==> src/rtl/div_tick_timer.sv <==
// Tap-select edge-to-tick converter driving a down-counting one-shot timer, all on clk.
// Optional periodic reload when DIV_TICK_AUTO_RELOAD_EN is defined.
module div_tick_timer #(
  parameter int WIDTH = 8
) (
  input  logic             clk,
  input  logic             rst,
  input  logic             div2,
  input  logic             div4,
  input  logic             div8,
  input  logic             div16,
  input  logic [1:0]       sel,
  input  logic             start,
  input  logic             stop,
  input  logic [WIDTH-1:0] load_val,
  output logic             tick,
  output logic             busy,
  output logic             done,
  output logic [WIDTH-1:0] count
);

  typedef enum logic [1:0] {S_IDLE, S_ARM, S_RUN, S_DONE} state_t;

  state_t           r_state, w_state_nxt;
  logic [1:0]       r_sel_q, w_sel_nxt;
  logic             r_prev;
  logic [WIDTH-1:0] r_count, w_count_nxt;
  logic             r_tick, w_tick_nxt;
  logic             r_done, w_done_nxt;
  logic             w_sig;
  logic             w_edge;
  logic [WIDTH-1:0] w_reload_src;

`ifdef DIV_TICK_AUTO_RELOAD_EN
  logic [WIDTH-1:0] r_reload_q;
  assign w_reload_src = r_reload_q;
`else
  assign w_reload_src = '0;
`endif

  always_comb begin
    w_sig = div2;
    case (r_sel_q)
      2'd0: w_sig = div2;
      2'd1: w_sig = div4;
      2'd2: w_sig = div8;
      2'd3: w_sig = div16;
      default: w_sig = div2;
    endcase
  end

  // prev tracks the registered tap every cycle, so ARM seeds it with the new tap.
  assign w_edge = w_sig & ~r_prev;

  always_comb begin
    w_state_nxt = r_state;
    w_sel_nxt   = r_sel_q;
    w_count_nxt = r_count;
    w_tick_nxt  = 1'b0;
    w_done_nxt  = 1'b0;
    case (r_state)
      S_IDLE: begin
        if (start && !stop) begin
          if (load_val != '0) begin
            w_sel_nxt   = sel;
            w_count_nxt = load_val;
            w_state_nxt = S_ARM;
          end else begin
            w_count_nxt = '0;
            w_done_nxt  = 1'b1;
            w_state_nxt = S_DONE;
          end
        end
      end
      S_ARM: begin
        w_state_nxt = stop ? S_IDLE : S_RUN;
      end
      S_RUN: begin
        if (stop) begin
          w_state_nxt = S_IDLE;
        end else if (w_edge && (r_count != '0)) begin
          w_tick_nxt = 1'b1;
          if (r_count == WIDTH'(1)) begin
            w_done_nxt = 1'b1;
`ifdef DIV_TICK_AUTO_RELOAD_EN
            w_count_nxt = w_reload_src;
`else
            w_count_nxt = w_reload_src;
            w_state_nxt = S_DONE;
`endif
          end else begin
            w_count_nxt = r_count - WIDTH'(1);
          end
        end
      end
      S_DONE: begin
        w_state_nxt = S_IDLE;
      end
      default: w_state_nxt = S_IDLE;
    endcase
  end

  always_ff @(posedge clk or posedge rst) begin
    if (rst) begin
      r_state <= S_IDLE;
      r_sel_q <= 2'd0;
      r_prev  <= 1'b0;
      r_count <= '0;
      r_tick  <= 1'b0;
      r_done  <= 1'b0;
    end else begin
      r_state <= w_state_nxt;
      r_sel_q <= w_sel_nxt;
      r_prev  <= w_sig;
      r_count <= w_count_nxt;
      r_tick  <= w_tick_nxt;
      r_done  <= w_done_nxt;
    end
  end

`ifdef DIV_TICK_AUTO_RELOAD_EN
  always_ff @(posedge clk or posedge rst) begin
    if (rst) begin
      r_reload_q <= '0;
    end else if ((r_state == S_IDLE) && start && !stop) begin
      r_reload_q <= load_val;
    end
  end
`endif

  assign tick  = r_tick;
  assign done  = r_done;
  assign busy  = (r_state == S_ARM) || (r_state == S_RUN);
  assign count = r_count;

endmodule

==> config.mk <==
export PLATFORM = sky130hd
export DESIGN_NAME = div_tick_timer
export DESIGN_NICKNAME = d
export VERILOG_FILES = /design/src/rtl/div_tick_timer.sv
export SDC_FILE = /design/constraint.sdc
export NUM_CORES = 1
export LEC_CHECK = 0
export ABC_CLOCK_PERIOD_IN_PS = 3700
export CORE_ASPECT_RATIO = 1.1
export CORE_UTILIZATION = 51
export CTS_CLUSTER_DIAMETER = 120
export DETAILED_ROUTE_END_ITERATION = 8
export PLACE_DENSITY = 0.89
export SETUP_SLACK_MARGIN = 0.02
export SLEW_MARGIN = 20
export SYNTH_ARGS = -nofsm -noshare
export SYNTH_HDL_FRONTEND = slang
export SYNTH_SLANG_ARGS = --single-unit
==> constraint.sdc <==
create_clock -name clk -period 3.7 [get_ports clk]
set_clock_uncertainty 0.15 [all_clocks]
set_input_delay 0.74 -clock clk [delete_from_list [all_inputs] [get_ports clk]]
set_output_delay 0.74 -clock clk [all_outputs]
set_load 0.03 [all_outputs]
==> flow_metrics.py <==
metrics = {
    "route": {
        "vias_per_cell": 5.85,
        "routed_wl_um": 2580,
        "ant_nets": 0,
        "drtIter0Drc": 30,
        "first_pass_iters": 4,
        "detail_route.wl_per_cell_um": 14.7,
        "drcViolationCount": 0,
        "vias": 1024,
    },
    "yosys": {
        "synth_area_per_cell_um2": 9.04,
        "syn_nets": 142,
        "seq_area_frac_synth_pct": 35.2,
        "yosysUniqueCellTypes": 37,
        "ys_ff_latch": 15,
        "synth_warnings": 0,
        "synthCells": 118,
        "netlist_area_mm2": 0.00107,
    },
    "clocking": {
        "post-cts-setup-buffers": 0,
        "ctsResizeCount": 0,
        "cts_buffers": 3,
        "h-tree-depth": 1,
        "root_buffer": "clkbuf_4",
        "path_clk_slew_ps": 90,
        "clk_latency_ps": 290,
        "cts_buffer_depth": 2,
        "cts.sinks": 15,
        "cts_tree": "yes",
        "postCtsHoldBufs": 0,
    },
    "finish": {
        "drive_above_1_share_pct": 11.6,
        "fill_cells": 155,
        "final_cells": 175,
        "final_common_cell": "clkdlybuf4s50_1",
        "syn_to_final_growth_pct": 28.5,
        "layout_common_cells": "clkdlybuf4s50_1 (28), dfrtp_1 (15), nor2_1 (13), inv_1 (12), a21oi_1 (12)",
        "finalInstanceArea_mm2": 0.00137,
        "multi_input_area_um2": 604,
        "insertedDiodeCount": 0,
        "final_nets": 172,
        "utilization_pct": 69.3,
        "ff_latch_area_um2": 375,
    },
    "sta": {
        "max_slew_margin_pct": 61.2,
        "worst_slew_pin_slew_ps": 582,
        "setup_ws_ps": 1110,
        "slew_violations": 0,
        "hold_ws_ps": 372,
        "fmax_ghz": 0.386,
        "finalCritPeriodShare_pct": 70.1,
        "setup_tns_ps": 0,
        "rsz0062_at_grt": "false",
        "hold_violations": 0,
        "fin_crit_ps": 2590,
        "setup_viol": 0,
    },
    "die": {
        "io_pins": 29,
        "core_mm2": 0.00198,
        "die-height_um": 50.0,
        "initial_core_util_pct": 54.0,
        "die_w_um": 45.6,
        "die_area_mm2": 0.00228,
        "fp-row-count": 17,
    },
    "critical_path": {
        "slowest_delay_ps": 660,
        "cp_max_fo": 3,
        "slowest_stage": "clkdlybuf4s50_1",
        "path_class": "register to output pin",
        "cp_top_family": "buffers and inverters",
        "crit_required_ps": 2810,
        "cp_num_buf_inv": 2,
        "end_kind": "output pin",
        "cp-start-kind": "register",
        "critPathArrivalTime_ps": 1700,
        "cp_cell_sequence": "inv_1 > ha_1 > clkdlybuf4s50_1",
    },
    "flow_run": {
        "drv_cap": 0,
    },
    "power": {
        "p_per_area_mw_per_mm2": 771,
        "leakagePower_nw": 0.565,
        "vdd_drop_max_v": 0.000636,
        "finalPower_mw": 1.06,
    },
    "place": {
        "dp_cells": 171,
        "hpwl_um": 1940,
        "place_area_mm2": 0.00134,
        "numPortBuffers": 28,
        "gp_congestion": 0.816,
        "pre_cts_slack_ps": 970,
    },
    "status": {
        "status": "finished clean",
    },
    "min_path": {
        "hold_path.class": "register to register",
    },
    "grt": {
        "grt_pass1_vias": 999,
        "grt_overflow": 0,
        "grt_pass1_wl_um": 4150,
        "grt_start_max_net_pins": 16,
        "grt_antenna_before_repair": 0,
        "grtUsageTotal_pct": 24.7,
    },
}
## kinds of logic after synthesis
family          synth area share [%]
compound gates                  24.6
fa+ha+maj                       7.03
buf+inv                         8.21
flops                           35.2
mux                             5.98
simple gates                    19.0
## worst reg2reg max path: cells and delay by family, from the launching register on
kind,cells,cell delay [ps]
DFF,1,400
AOI/OAI and AO/OA,3,700
adders and majority gates,1,480
buffers and inverters,2,510
## report_power, final
part / internal (mW) / leakage, nW / switching, mW
clock network: 0.0403 / 0.0177 / 0.0562
logic: 0.273 / 0.362 / 0.367
registers: 0.231 / 0.185 / 0.0896
total: 0.544 / 0.565 / 0.513
## flip-flops by register name (all words and copies together) (netlist names)
name	count
count	8
r_prev	1
done	1
r_state	2
r_sel_q	2
tick	1
## layout make-up
class / instances / area share (%)
clock inverters: 1 / 0.365
flip-flops and latches: 15 / 27.4
inverters: 13 / 3.56
repair buffers: 28 / 20.4
well taps: 28 / 2.55
clock buffers: 3 / 1.64
multi-input cells: 87 / 44.1
## metal layers
layer	GRT usage, %	vias to the layer above	share of wire [%]
li1	-	490	-
met5	0	-	0
met2	42.4	57	50
met1	29.6	466	42
met4	9.60	0	2.1
met3	4.03	11	6.0
## synth_stat cells
library cell,count,area [µm²]
dfrtp_1,15,375
nor2_1,13,48.8
a21oi_1,12,60.1
inv_1,12,45.0
o21ai_1,7,35.0
ha_1,6,75.1
o21ai_0,5,25.0
nor3_1,4,20.0
nor4_1,4,25.0
mux2_2,3,33.8
mux2i_1,3,30.0
nand2_1,3,11.3
nand2b_1,3,18.8
a211oi_1,2,15.0
clkbuf_8,2,27.5
o2bb2ai_1,2,17.5
or4_1,2,15.0
a2111o_2,1,12.5
a2111oi_0,1,8.76
a22oi_1,1,7.51
a2bb2oi_1,1,8.76
a32oi_1,1,8.76
and2b_2,1,8.76
buf_6,1,11.3
clkinv_1,1,3.75
nand4_1,1,6.26
nor4_2,1,12.5
o21ai_4,1,16.3
o21bai_1,1,7.51
o221a_2,1,11.3
o221ai_1,1,8.76
o22a_1,1,8.76
o32a_2,1,11.3
or2b_2,1,8.76
or3_2,1,7.51
or3b_2,1,8.76
or4_4,1,11.3
## path summary, 6_finish.rpt
path / start / to / slack (ps) / cells after the start
worst max-delay path: r_state[0]$_DFFE_PP0P_ / busy / 1110 / 3
worst min-delay path: r_sel_q[1]$_DFFE_PP0P_ / r_prev$_DFF_PP0_ / 370 / 1
worst max register to register: r_state[0]$_DFFE_PP0P_ / count[6]$_DFFE_PP0P_ / 1390 / 6
worst min register to register: r_sel_q[1]$_DFFE_PP0P_ / r_prev$_DFF_PP0_ / 370 / 1
max in group asynchronous: rst / count[4]$_DFFE_PP0P_ / 2370 / 2
min in group asynchronous: rst / r_sel_q[1]$_DFFE_PP0P_ / 660 / 2
(Power assumes the default switching activity.)
==> RTL change (config.mk and constraints unchanged) <==
Add an input register stage for `div2`, `div4`, `div8`, `div16` and `sel`, with the module's reset; this delays them by one clock. The other inputs are not delayed to match.
--- a/src/rtl/div_tick_timer.sv
+++ b/src/rtl/div_tick_timer.sv
@@ -22,4 +22,26 @@
   typedef enum logic [1:0] {S_IDLE, S_ARM, S_RUN, S_DONE} state_t;
 
+  logic div2_q;
+  logic div4_q;
+  logic div8_q;
+  logic div16_q;
+  logic [1:0] sel_q;
+
+  always_ff @(posedge clk or posedge rst) begin
+    if (rst) begin
+      div2_q  <= '0;
+      div4_q  <= '0;
+      div8_q  <= '0;
+      div16_q <= '0;
+      sel_q   <= '0;
+    end else begin
+      div2_q  <= div2;
+      div4_q  <= div4;
+      div8_q  <= div8;
+      div16_q <= div16;
+      sel_q   <= sel;
+    end
+  end
+
   state_t           r_state, w_state_nxt;
   logic [1:0]       r_sel_q, w_sel_nxt;
@@ -40,11 +62,11 @@
 
   always_comb begin
-    w_sig = div2;
+    w_sig = div2_q;
     case (r_sel_q)
-      2'd0: w_sig = div2;
-      2'd1: w_sig = div4;
-      2'd2: w_sig = div8;
-      2'd3: w_sig = div16;
-      default: w_sig = div2;
+      2'd0: w_sig = div2_q;
+      2'd1: w_sig = div4_q;
+      2'd2: w_sig = div8_q;
+      2'd3: w_sig = div16_q;
+      default: w_sig = div2_q;
     endcase
   end
@@ -63,5 +85,5 @@
         if (start && !stop) begin
           if (load_val != '0) begin
-            w_sel_nxt   = sel;
+            w_sel_nxt   = sel_q;
             w_count_nxt = load_val;
             w_state_nxt = S_ARM;
Check against the original RTL: not equivalent (a bounded check fails within 4 cycles, from zero or initial values and one cycle with rst high).
==> RTL change against the original RTL <==
Routed wire length is 6.1% higher; setup slack got worse by 0.011 ns; fmax decreased by 0.42%; synthesized cell count fell by 3.4%; final cell count down 1.1%; final area up 12%; via count up 0.68%; sequential cell count grew 6; total power is 15% higher; area after synthesis grew 13%; sequential share of layout area is 6.9 points higher; first-iteration DRC count down 27%; critical path type unchanged; largest cell class unchanged; highest routed layer unchanged.
==> RTL change: results (changes against the original RTL) <==
# port buffers - 28 (unchanged)
Clock Latency Late Sink - 0.33 ns (+0.04 ns)
Leak - 0.6260 nW (+11%)
hpwl dp - 2047 um (+5.5%)
largest net degree at the start of global routing - 22 (+6)
slowest CP cell - clkdlybuf4s50_1
status - completed
Fillers - 183 (+18%)
CP max stage delay - 0.66 ns (about the same)
Synth area leaders - dfrtp_1 (44%), ha_1 (6.2%), o221ai_1 (5.1%)
Post-synth top flop - dfrtp_1
WL final - 2734 um (+6.1%)
Largest register FFs - 8 (unchanged)
initial antenna violation count - 0 (unchanged)
Yosys warning count - 0 (unchanged)
vias in the first global route - 929 (-7.0%)
clock share of power - 10.2% (+1.1 points)
vias per cell - 5.960 (+1.8%)
Pre-antenna DRT Iters - 4 (unchanged)
post-synthesis sequential area ratio - 43.52% (+8.4 points)
P_seq - 0.400 mW (+25%)
H-tree depth - 1 (unchanged)
Hold Fails Final Rpt - 0 (unchanged)
CTS clk-pin slew, worst paths - 0.13 ns (+0.04 ns)
global placement routability congestion - 0.9241 (+13%)
Total GRT Usage - 22.90% (-1.8 points)
worst hold path depth - 1 (unchanged)
Synth cell types - 39 (+5.4%)
Iteration-0 DRC Markers - 22 (-27%)
Root Buffer - clkbuf_4
CTS resizes - 0 (unchanged)
vias after detailed routing - 1031 (+0.68%)
layout cells sized above 1 - 7.692% (-3.9 points)
async set-reset flop share out of synthesis - 100.0% (unchanged)
Least-Margin Pin Slew - 0.8035 ns (+0.2217 ns)
Max IR drop VDD - 0.0004920 V (-23%)
Tightest Hold Check Type - reg -> reg
CP Data Arrival Time - 1.71 ns
Inst Count DP - 169 (-1.2%)
CP max FO - 3 (unchanged)
wire length of the first global-routing pass - 4374 um (+5.3%)
Synth Instances - 114 (-3.4%)
maximum clock insertion buffer count - 2 (unchanged)
# diodes - 0 (unchanged)
Post-CTS Setup Inserts - 0 (unchanged)
worst-case reg-to-reg path depth - 6 (unchanged)
Top power group - combinational cells
Synth top cells by count - dfrtp_1 (21), inv_1 (12), nor2_1 (7), o221ai_1 (7), ha_1 (6)
dpl ws - 1.052 ns (+0.08202 ns)
Internal - 0.6537 mW (+20%)
Syn Nets - 138 (-2.8%)
Num CTS Buffers - 3 (unchanged)
==> RTL change: final timing paths <==
path	to	startpoint	slack (ns)
setup reg to reg	count[5]	r_state[0]	1.19
hold reg to reg	r_sel_q[1]	sel_q[1]	0.35
min in group asynchronous	r_prev	rst	0.70
hold / removal	r_sel_q[1]	sel_q[1]	0.35
max in group asynchronous	tick	rst	2.21
setup / recovery	busy	r_state[1]	1.10
==> RTL change: cell type report <==
class / instances / share of cell area [%]
multi-input combinational: 78 / 40.18
timing repair buffer: 28 / 18.26
sequential: 21 / 34.23
inverter: 12 / 2.934
clock buffer: 3 / 1.467
clock inverter: 1 / 0.4890
tap: 30 / 2.445
==> RTL change: cells by family (layout without fill, tap and decap cells) <==
logic type	after synthesis	in the layout	share of synthesized area [%]
adders and majority gates	6	6	6.217
buffers and inverters	15	44	5.388
muxes	8	8	7.357
AOI/OAI and AO/OA	35	35	24.67
and+or+nand+nor	29	29	12.85
DFF	21	21	43.52
==> RTL change: metal layers <==
metal / wire (um) / share of wire (%) / track usage [%] / vias to the layer above
li1: - / - / - / 492
met4: 65 / 2.4 / 11.27 / 0
met1: 1221 / 45 / 29.89 / 497
met2: 1334 / 49 / 37.56 / 35
met5: 0 / 0 / 0 / -
met3: 114 / 4.2 / 3.448 / 7
==> RTL change: critical path: cells and delay by family, from the launching register on <==
kind | cells | cell delay [ns]
buf+inv | 2 | 0.73
flops | 1 | 0.39
fa+ha+maj | 1 | 0.27
==> RTL change: through the flow <==
step / hold slack (ns) / total power [mW] / area [um^2]
after floorplan: 0.3042 / 0.8732 / 1207
after global placement: 0.3120 / 1.068 / 1505
after detailed placement: 0.3155 / 1.087 / 1505
after CTS: 0.3450 / 1.210 / 1535
after global routing: 0.3774 / 1.289 / 1535
final: 0.3468 / 1.211 / 1535
